$ cat src/rtl/display_scan_decoder_if.sv
// Bus bundle for the 3-digit multiplexed 7-segment display and its decoded result.
// The master drives hex/dsel (display side or bench); the slave is the decoder.
interface display_scan_decoder_if;
  logic [6:0] hex;
  logic [2:0] dsel;
  logic [9:0] value;
  logic       valid;
  logic       frame_err;

  modport master (output hex, dsel, input value, valid, frame_err);
  modport slave  (input hex, dsel, output value, valid, frame_err);
endinterface

$ cat src/rtl/display_scan_decoder.sv
// Recovers the binary value shown on a multiplexed 3-digit 7-segment display.
// Optional macro SCAN_DECODE_BLANK_EN: the blank pattern 7F decodes as digit 0.
module display_scan_decoder #(
  parameter int SETTLE = 4,
  parameter int CNT_W  = 8
) (
  input  logic                   clk,
  input  logic                   rst,
  display_scan_decoder_if.slave  bus
);

  localparam logic [CNT_W-1:0] SETTLE_C  = CNT_W'(SETTLE);
  localparam logic [CNT_W-1:0] SETTLE_M1 = CNT_W'(SETTLE - 1);

  logic [6:0]       prev_hex;
  logic [2:0]       prev_dsel;
  logic [CNT_W-1:0] settle_cnt;
  logic             done_dwell;
  logic [3:0]       dig_u, dig_t, dig_h;
  logic [2:0]       seen;
  logic             err_acc;
  logic [9:0]       value_r;
  logic             valid_r, frame_err_r;

  logic [2:0]       sel;
  logic             dsel_legal, stable, sample, complete;
  logic [4:0]       dec;
  logic [9:0]       hundreds_part;
  logic [6:0]       tens_part;
  logic [9:0]       frame_value;

  // Returns {ok, digit}; ok=0 marks a pattern that is not a decimal digit.
  function automatic logic [4:0] seg_decode(input logic [6:0] seg);
    case (seg)
      7'h40:   seg_decode = 5'h10;
      7'h79:   seg_decode = 5'h11;
      7'h24:   seg_decode = 5'h12;
      7'h30:   seg_decode = 5'h13;
      7'h19:   seg_decode = 5'h14;
      7'h12:   seg_decode = 5'h15;
      7'h02:   seg_decode = 5'h16;
      7'h78:   seg_decode = 5'h17;
      7'h00:   seg_decode = 5'h18;
      7'h10:   seg_decode = 5'h19;
`ifdef SCAN_DECODE_BLANK_EN
      7'h7F:   seg_decode = 5'h10;
`else
      7'h7F:   seg_decode = 5'h00;
`endif
      default: seg_decode = 5'h00;
    endcase
  endfunction

  always_comb begin
    sel           = ~bus.dsel;
    dsel_legal    = (sel == 3'b001) || (sel == 3'b010) || (sel == 3'b100);
    stable        = dsel_legal && (bus.hex == prev_hex) && (bus.dsel == prev_dsel);
    sample        = stable && !done_dwell && (settle_cnt >= SETTLE_M1);
    complete      = (seen == 3'b111);
    dec           = seg_decode(bus.hex);
    hundreds_part = 10'(dig_h) * 10'd100;
    tens_part     = 7'(dig_t) * 7'd10;
    frame_value   = hundreds_part + 10'(tens_part) + 10'(dig_u);
  end

  always_ff @(posedge clk or negedge rst) begin
    if (!rst) begin
      prev_hex  <= 7'h00;
      prev_dsel <= 3'b000;
    end else begin
      prev_hex  <= bus.hex;
      prev_dsel <= bus.dsel;
    end
  end

  // A dwell samples once, on the edge where the counter arrives at SETTLE.
  always_ff @(posedge clk or negedge rst) begin
    if (!rst) begin
      settle_cnt <= '0;
      done_dwell <= 1'b0;
    end else if (!stable) begin
      settle_cnt <= '0;
      done_dwell <= 1'b0;
    end else begin
      if (settle_cnt < SETTLE_C)
        settle_cnt <= settle_cnt + 1'b1;
      if (sample)
        done_dwell <= 1'b1;
    end
  end

  // Completion clears the frame state; a sample in that same cycle opens the next frame.
  always_ff @(posedge clk or negedge rst) begin
    if (!rst) begin
      dig_u       <= 4'd0;
      dig_t       <= 4'd0;
      dig_h       <= 4'd0;
      seen        <= 3'b000;
      err_acc     <= 1'b0;
      value_r     <= 10'd0;
      valid_r     <= 1'b0;
      frame_err_r <= 1'b0;
    end else begin
      valid_r     <= 1'b0;
      frame_err_r <= 1'b0;
      if (complete) begin
        if (!err_acc) begin
          value_r <= frame_value;
          valid_r <= 1'b1;
        end else begin
          frame_err_r <= 1'b1;
        end
      end
      if (sample) begin
        seen    <= (complete ? 3'b000 : seen) | sel;
        err_acc <= (complete ? 1'b0 : err_acc) | !dec[4];
        if (dec[4]) begin
          if (sel[0]) dig_u <= dec[3:0];
          if (sel[1]) dig_t <= dec[3:0];
          if (sel[2]) dig_h <= dec[3:0];
        end
      end else if (complete) begin
        seen    <= 3'b000;
        err_acc <= 1'b0;
      end
    end
  end

  assign bus.value     = value_r;
  assign bus.valid     = valid_r;
  assign bus.frame_err = frame_err_r;

endmodule

$ cat src/flat_wrapper.sv
// flat-port wrapper written by rule: the top's interface ports become plain ports
module display_scan_decoder_flat 
#(
  parameter int SETTLE = 4,
  parameter int CNT_W  = 8
)
  (clk, rst, bus_hex, bus_dsel, bus_value, bus_valid, bus_frame_err);
  display_scan_decoder_if bus_i ();
  input  logic clk;
  input  logic rst;
  input wire logic [$bits(bus_i.hex)-1:0] bus_hex;
  input wire logic [$bits(bus_i.dsel)-1:0] bus_dsel;
  output wire logic [$bits(bus_i.value)-1:0] bus_value;
  output wire logic [$bits(bus_i.valid)-1:0] bus_valid;
  output wire logic [$bits(bus_i.frame_err)-1:0] bus_frame_err;
  assign bus_i.hex = bus_hex;
  assign bus_i.dsel = bus_dsel;
  assign bus_value = bus_i.value;
  assign bus_valid = bus_i.valid;
  assign bus_frame_err = bus_i.frame_err;
  display_scan_decoder #(.SETTLE(SETTLE), .CNT_W(CNT_W)) u_core (.clk(clk), .rst(rst), .bus(bus_i));
endmodule
$ cat config.mk
export PLATFORM = sky130hd
export DESIGN_NAME = display_scan_decoder_flat
export DESIGN_NICKNAME = d
export VERILOG_FILES = /design/src/rtl/display_scan_decoder_if.sv /design/src/rtl/display_scan_decoder.sv /design/src/flat_wrapper.sv
export SDC_FILE = /design/constraint.sdc
export NUM_CORES = 1
export LEC_CHECK = 0
export ABC_AREA = 1
export CAP_MARGIN = 20
export CORE_ASPECT_RATIO = 0.5
export CORE_MARGIN = 2
export CORE_UTILIZATION = 40
export CTS_CLUSTER_SIZE = 30
export DETAILED_ROUTE_END_ITERATION = 7
export DONT_BUFFER_PORTS = 1
export PLACE_DENSITY = 0.59
export SYNTH_ARGS = -nofsm -noshare
export SYNTH_HDL_FRONTEND = slang
export SYNTH_SLANG_ARGS = --single-unit
export TNS_END_PERCENT = 100
$ cat constraint.sdc
create_clock -name clk -period 3.1 [get_ports clk]
set_clock_uncertainty 0.15 [all_clocks]
set_input_delay 0.31 -clock clk [delete_from_list [all_inputs] [get_ports clk]]
set_output_delay 0.31 -clock clk [all_outputs]
set_load 0.01 [all_outputs]
==> results.json, run 1 <==
{
  "outcome": "complete, no violations",
  "htreeDepth": 2,
  "critPathBufInv": 1,
  "cpMaxStageDelayCell": "dfrtp_1",
  "grt_pass1_vias": 2049,
  "slowest_delay_ps": 410,
  "min-delay-start": "bus_dsel[1]",
  "grt_max_degree": 48,
  "totalWireLength_um": 5070,
  "worstMarginPinSlew_ps": 371.7,
  "first_iter_violations": 104,
  "drive_gt1_share_pct": 8.708,
  "clock-root-buffer": "clkbuf_16",
  "start_util_pct": 41.14,
  "pin_count": 24,
  "cts_sinks": 47,
  "syn_to_final_growth_pct": 15.97,
  "synth_warnings": 0,
  "place_congestion": 0.8812,
  "io_buffers": 0,
  "ant_nets": 0,
  "period_share_pct": 92.98,
  "cp.arrival_ps": 2910,
  "antenna_cells": 0,
  "cts_max_path_buffers": 2,
  "max_freq_mhz": 346.9,
  "cts_tree": "built",
  "hpwl_um": 3813,
  "via_per_inst": 4.683,
  "die_area_um2": 7555,
  "dieHeight_um": 62.47,
  "ys_ff_latch": 47,
  "finalHoldViolCount": 0,
  "final_nets": 393,
  "worstSetupPathType": "reg -> reg",
  "overflow": 0,
  "core_area_um2": 6648,
  "grt_antenna_before_repair": 0,
  "clock_latency_ps": 290,
  "fin_crit_ps": 2882,
  "wl_per_cell_um": 11.32,
  "die_w_um": 120.9,
  "reg2reg_slack_ps": 220,
  "syn_area_per_cell_um2": 8.140,
  "drc": 0,
  "crit_start": "u_core.dig_t[1]",
  "irDropWorstVdd_v": 0.0002216,
  "leakagePower_uw": 0.001769,
  "firstDrtPassIters": 6,
  "r2r-start": "u_core.dig_t[1]",
  "setup_viol": 0,
  "path_clk_slew_ps": 60,
  "slew-limit-headroom_pct": 75.16,
  "netlist_instances": 336,
  "synth_seq_area_share_pct": 43.00,
  "syn-cell-area_um2": 2735,
  "crit_chain": "ha_1, ha_1, fa_1, xor2_1, ha_1, ha_1, nand2_1, inv_1, nand4_1, nand2_1, nand2_1, nand3_1, nand2_1",
  "required_ps": 3130,
  "cts_buffers": 5,
  "rows": 21,
  "grtUsageTotal_pct": 15.22,
  "end_kind": "flip-flop",
  "synth_nets": 374,
  "grt_pass1_wl_um": 9177,
  "min_path_type": "in -> reg",
  "dpl_cell_area_um2": 2854,
  "cp_top_family": "adder cells",
  "synth_cell_type_count": 23,
  "vias": 2098,
  "fin_setup_tns_ps": 0,
  "cp-start-kind": "flip-flop",
  "crit_fanout": 4,
  "powerDensity_nw_per_um2": 396.8,
  "drv_cap": 0,
  "rsz0062_at_grt": "false",
  "design_area_um2": 3172,
  "drv_slew": 0
}
==> synth_stat cells, drive strengths merged <==
cell,n,share of area (%)
nand4,13,3.7
nand2,109,16
o22ai,4,0.91
a21oi,6,1.1
nor3,1,0.18
fa,5,3.7
nand3,16,2.9
ha,21,9.6
nor2,37,6.5
clkbuf,1,0.14
inv,55,7.5
xor2,4,1.3
a31oi,1,0.23
o21ai,10,1.8
dfrtp,47,43
xnor2,6,1.9
==> worst paths after layout <==
path,depth (start not counted),to
max in group asynchronous,2,u_core.prev_hex[4]
hold reg to reg,2,u_core.dig_u[0]
setup reg to reg,13,u_core.bus.value[9]
hold / removal,3,u_core.dig_t[2]
min in group asynchronous,2,u_core.bus.frame_err
setup / recovery,13,u_core.bus.value[9]
==> through the flow <==
stage | hold slack, ps | setup slack, ps | total power (uW) | utilization [%] | std cells
after floorplan | -135.6 | 301.1 | 670.5 | - | 336
final | 34.67 | 217.6 | 1258 | 47.71 | 448
after detailed placement | -134.8 | 97.15 | 678.1 | 42.93 | 428
after global placement | -134.6 | 191.8 | 676.9 | 42.93 | 428
after global routing | 28.96 | 30.86 | 1316 | 47.71 | 448
after CTS | 25.75 | 78.59 | 1280 | 47.36 | 448
==> where the power goes <==
part,internal (uW),switching (uW),total [uW]
clock network,343,221,565
registers,620,3.13,623
logic,27.8,42.8,70.6
==> flip-flops by register name (all words and copies together), names as in the netlist, 3 cells and up <==
register / count
u_core.bus.value: 10
u_core.dig_h: 4
u_core.dig_t: 4
u_core.dig_u: 4
u_core.prev_dsel: 3
u_core.prev_hex: 7
u_core.seen: 3
u_core.settle_cnt: 8
==> what timing repair did <==
action	4_1_cts	5_1_grt
endpoints found under the hold margin	60	0
gates resized for setup	0	5
setup endpoints to repair	0	2
hold buffers	12	0
buffers inserted	0	0
==> cells in the final DEF (no fill, tap or decap), drive strengths merged <==
cell type    netlist  routed
a21oi              6       6
dfrtp             47      47
o21ai             10      10
nand3             16      16
nor2              37      37
fa                 5       5
nand4             13      13
a31oi              1       1
xor2               4       4
o22ai              4       4
buf                0       2
ha                21      21
nand2            109     109
clkbuf             1       8
nor3               1       1
inv               55      55
xnor2              6       6
dlygate4sd3        0      11
==> kinds of logic (layout without fill, tap and decap cells) <==
group	after synthesis	count (layout)	synth area share, %
compound gates	21	21	4.071
xor+xnor	10	10	3.202
fa+ha+maj	26	26	13.27
buf+inv	56	76	7.685
flops	47	47	43.00
simple gates	176	176	28.77
==> routing by layer <==
metal	global-route usage [%]	part of all wire, %	routed length, um	up-vias
met1	20.39	52	2620	970
met5	0	0	0	-
met4	6.105	1.6	81	0
met3	4.288	3.7	189	7
li1	-	-	-	1090
met2	23.31	43	2178	31
==> worst min-delay path, cell delays in order <==
cell     delay, ps
nor2_2          20
nand2_1         50
nand2_1         50
==> final cells by class <==
cell class | instances | area, um2
fill | 649 | 3476
tap | 92 | 115.1
clock buffer | 8 | 156.4
timing repair buffer | 13 | 145.1
multi-input combinational | 233 | 1373
inverter | 55 | 206.4
sequential | 47 | 1176
(Power assumes the default switching activity.)
==> inputs of run 2 (changes only) <==
==> constraint.sdc (replaced) <==
create_clock -name clk -period 3.4 [get_ports clk]
set_clock_uncertainty 0.15 [all_clocks]
set_input_delay 0.34 -clock clk [delete_from_list [all_inputs] [get_ports clk]]
set_output_delay 0.34 -clock clk [all_outputs]
set_load 0.01 [all_outputs]
==> run 2 against run 1 <==
Effect of this change:
- combinational power is 7.6% lower
- via count is 0.62% higher
- critical path depth stayed put
- largest power group unchanged
- highest routed layer unchanged
==> results.json, run 2 (synthesized netlist as in run 1, its figures left out) <==
{
  "outcome": "complete, no violations",
  "finalHoldViolCount": 0,
  "syn_to_final_growth_pct": 15.46,
  "wl_per_cell_um": 11.29,
  "fin_util_pct": 47.51,
  "worstSetupPathType": "reg -> reg",
  "start_util_pct": 41.14,
  "largest_register_ffs": 10,
  "clock_latency_ps": 280,
  "first_iter_violations": 80,
  "cp.arrival_ps": 3070,
  "ant_nets": 0,
  "cp_top_family": "adder cells",
  "slowest_delay_ps": 450,
  "multiInputGateArea_um2": 1349,
  "dieHeight_um": 62.47,
  "powerDensity_nw_per_um2": 362.9,
  "fin_setup_tns_ps": 0,
  "clock-root-buffer": "clkbuf_16",
  "switchingPower_uw": 241.6,
  "fin_crit_ps": 3018,
  "cts_sinks": 47,
  "die_area_um2": 7555,
  "drc": 0,
  "clockPowerShare_pct": 44.7,
  "path_clk_slew_ps": 60,
  "cts_resized": 0,
  "combPwrFrac_pct": 5.7,
  "cpMaxStageDelayCell": "fa_1",
  "p_seq_share_pct": 49.6,
  "htreeDepth": 2,
  "grtUsageTotal_pct": 15.15,
  "cts_max_path_buffers": 2,
  "sw_frac_of_total_pct": 21.08,
  "grt_pass1_vias": 2106,
  "cts_buffers": 5,
  "hpwl_um": 3842,
  "rows": 21,
  "grt_pass1_wl_um": 9239,
  "irDropWorstVdd_v": 0.0002285,
  "place_congestion": 0.8813,
  "overflow": 0,
  "dpl.cell_count": 428,
  "period_share_pct": 88.76,
  "worstMarginPinSlew_ps": 391.4,
  "min_path_type": "in -> reg",
  "cts_tree": "built",
  "rsz0062_at_grt": "false",
  "crit_fanout": 4,
  "mostFrequentLayoutCells": "nand2_1 (107), inv_1 (48), dfrtp_1 (47)",
  "crit_top_cell": "nand2_1",
  "grt_antenna_before_repair": 0,
  "drv_cap": 0,
  "antenna_cells": 0,
  "holdWs_ps": 75.47,
  "slew-limit-headroom_pct": 73.85,
  "final_nets": 394,
  "vias": 2111,
  "reg2reg_slack_ps": 380,
  "required_ps": 3460,
  "die_w_um": 120.9,
  "drive_gt1_share_pct": 7.563,
  "drv_slew": 0,
  "max_freq_mhz": 331.3,
  "p_int_uw": 904.5,
  "pin_count": 24,
  "grt_max_degree": 48,
  "via_per_inst": 4.702,
  "fill_cells": 637,
  "core_area_um2": 6648,
  "final_common_cell": "nand2_1",
  "firstDrtPassIters": 4,
  "end_kind": "flip-flop",
  "stdcell_count": 449,
  "seq_area_um2": 1176,
  "totalWireLength_um": 5069,
  "power.total_uw": 1146,
  "critPathBufInv": 0,
  "crit_chain": "ha_1, ha_1, fa_1, ha_1, ha_1, nand2_1, o21ai_0, nand2_1, nand2_1, nand2_1, nand2_1, nand2_1, a31oi_1",
  "setup_viol": 0,
  "leakagePower_uw": 0.001773,
  "io_buffers": 0,
  "cp-start-kind": "flip-flop"
}
==> run 2: power groups by stage <==
stage	logic, uW	registers, uW	clock network, uW
after floorplan	33.1	578	0
after global placement	38.6	579	0
after detailed placement	39.5	579	0
after CTS	66.4	568	527
after global routing	75.1	568	558
final	65.2	568	513
==> run 2: through the flow <==
| step | setup slack (ps) | cell area, um2 |
|---|---|---|
| after detailed placement | 384.3 | 2854 |
| after floorplan | 601.1 | 2735 |
| final | 382.0 | 3158 |
| after global placement | 491.8 | 2854 |
| after global routing | 149.8 | 3158 |
| after CTS | 371.2 | 3158 |
==> run 2: final cells by class <==
type                       instances  share of cell area (%)
timing repair buffer              14                   4.913
clock buffer                       8                   4.952
multi-input combinational        233                   42.71
tap                               92                   3.645
inverter                          55                   6.537
sequential                        47                   37.24
==> run 2: routing by layer <==
layer / routed length (um) / global-route usage [%] / part of all wire [%] / vias up
li1: - / - / - / 1098
met1: 2609 / 20.55 / 51 / 975
met2: 2206 / 24.16 / 44 / 33
met3: 198 / 3.741 / 3.9 / 5
met4: 55 / 4.360 / 1.1 / 0
met5: 0 / 0 / 0 / -
==> run 2: repair_timing <==
| action | 4_1_cts | 5_1_grt |
|---|---|---|
| hold buffers | 13 | 0 |
| hold endpoints to repair | 59 | 0 |
| setup buffers | 0 | 0 |
==> run 2: worst paths after layout <==
kind | start | to | cells past startpoint
hold reg to reg | u_core.dig_u[0] | u_core.dig_u[0] | 2
setup / recovery | u_core.dig_t[1] | u_core.bus.value[8] | 13
min in group asynchronous | rst | u_core.prev_dsel[1] | 2
setup reg to reg | u_core.dig_t[1] | u_core.bus.value[8] | 13
hold / removal | bus_dsel[1] | u_core.dig_t[2] | 3
max in group asynchronous | rst | u_core.bus.value[9] | 2
==> run 2: worst min-delay path, cell delays in order <==
cell     delay, ps
nor2_2          30
nand2_1         50
nand2_1         50
==> inputs of run 3 (changes only) <==
--- a/config.mk
+++ b/config.mk
@@ -14,6 +14,7 @@
 export DETAILED_ROUTE_END_ITERATION = 7
 export DONT_BUFFER_PORTS = 1
 export PLACE_DENSITY = 0.59
+export SKIP_LAST_GASP = 1
 export SYNTH_ARGS = -nofsm -noshare
 export SYNTH_HDL_FRONTEND = slang
 export SYNTH_SLANG_ARGS = --single-unit
==> results of run 3 <==
No change in the layout: final DEF, timing and power equal those of run 2.
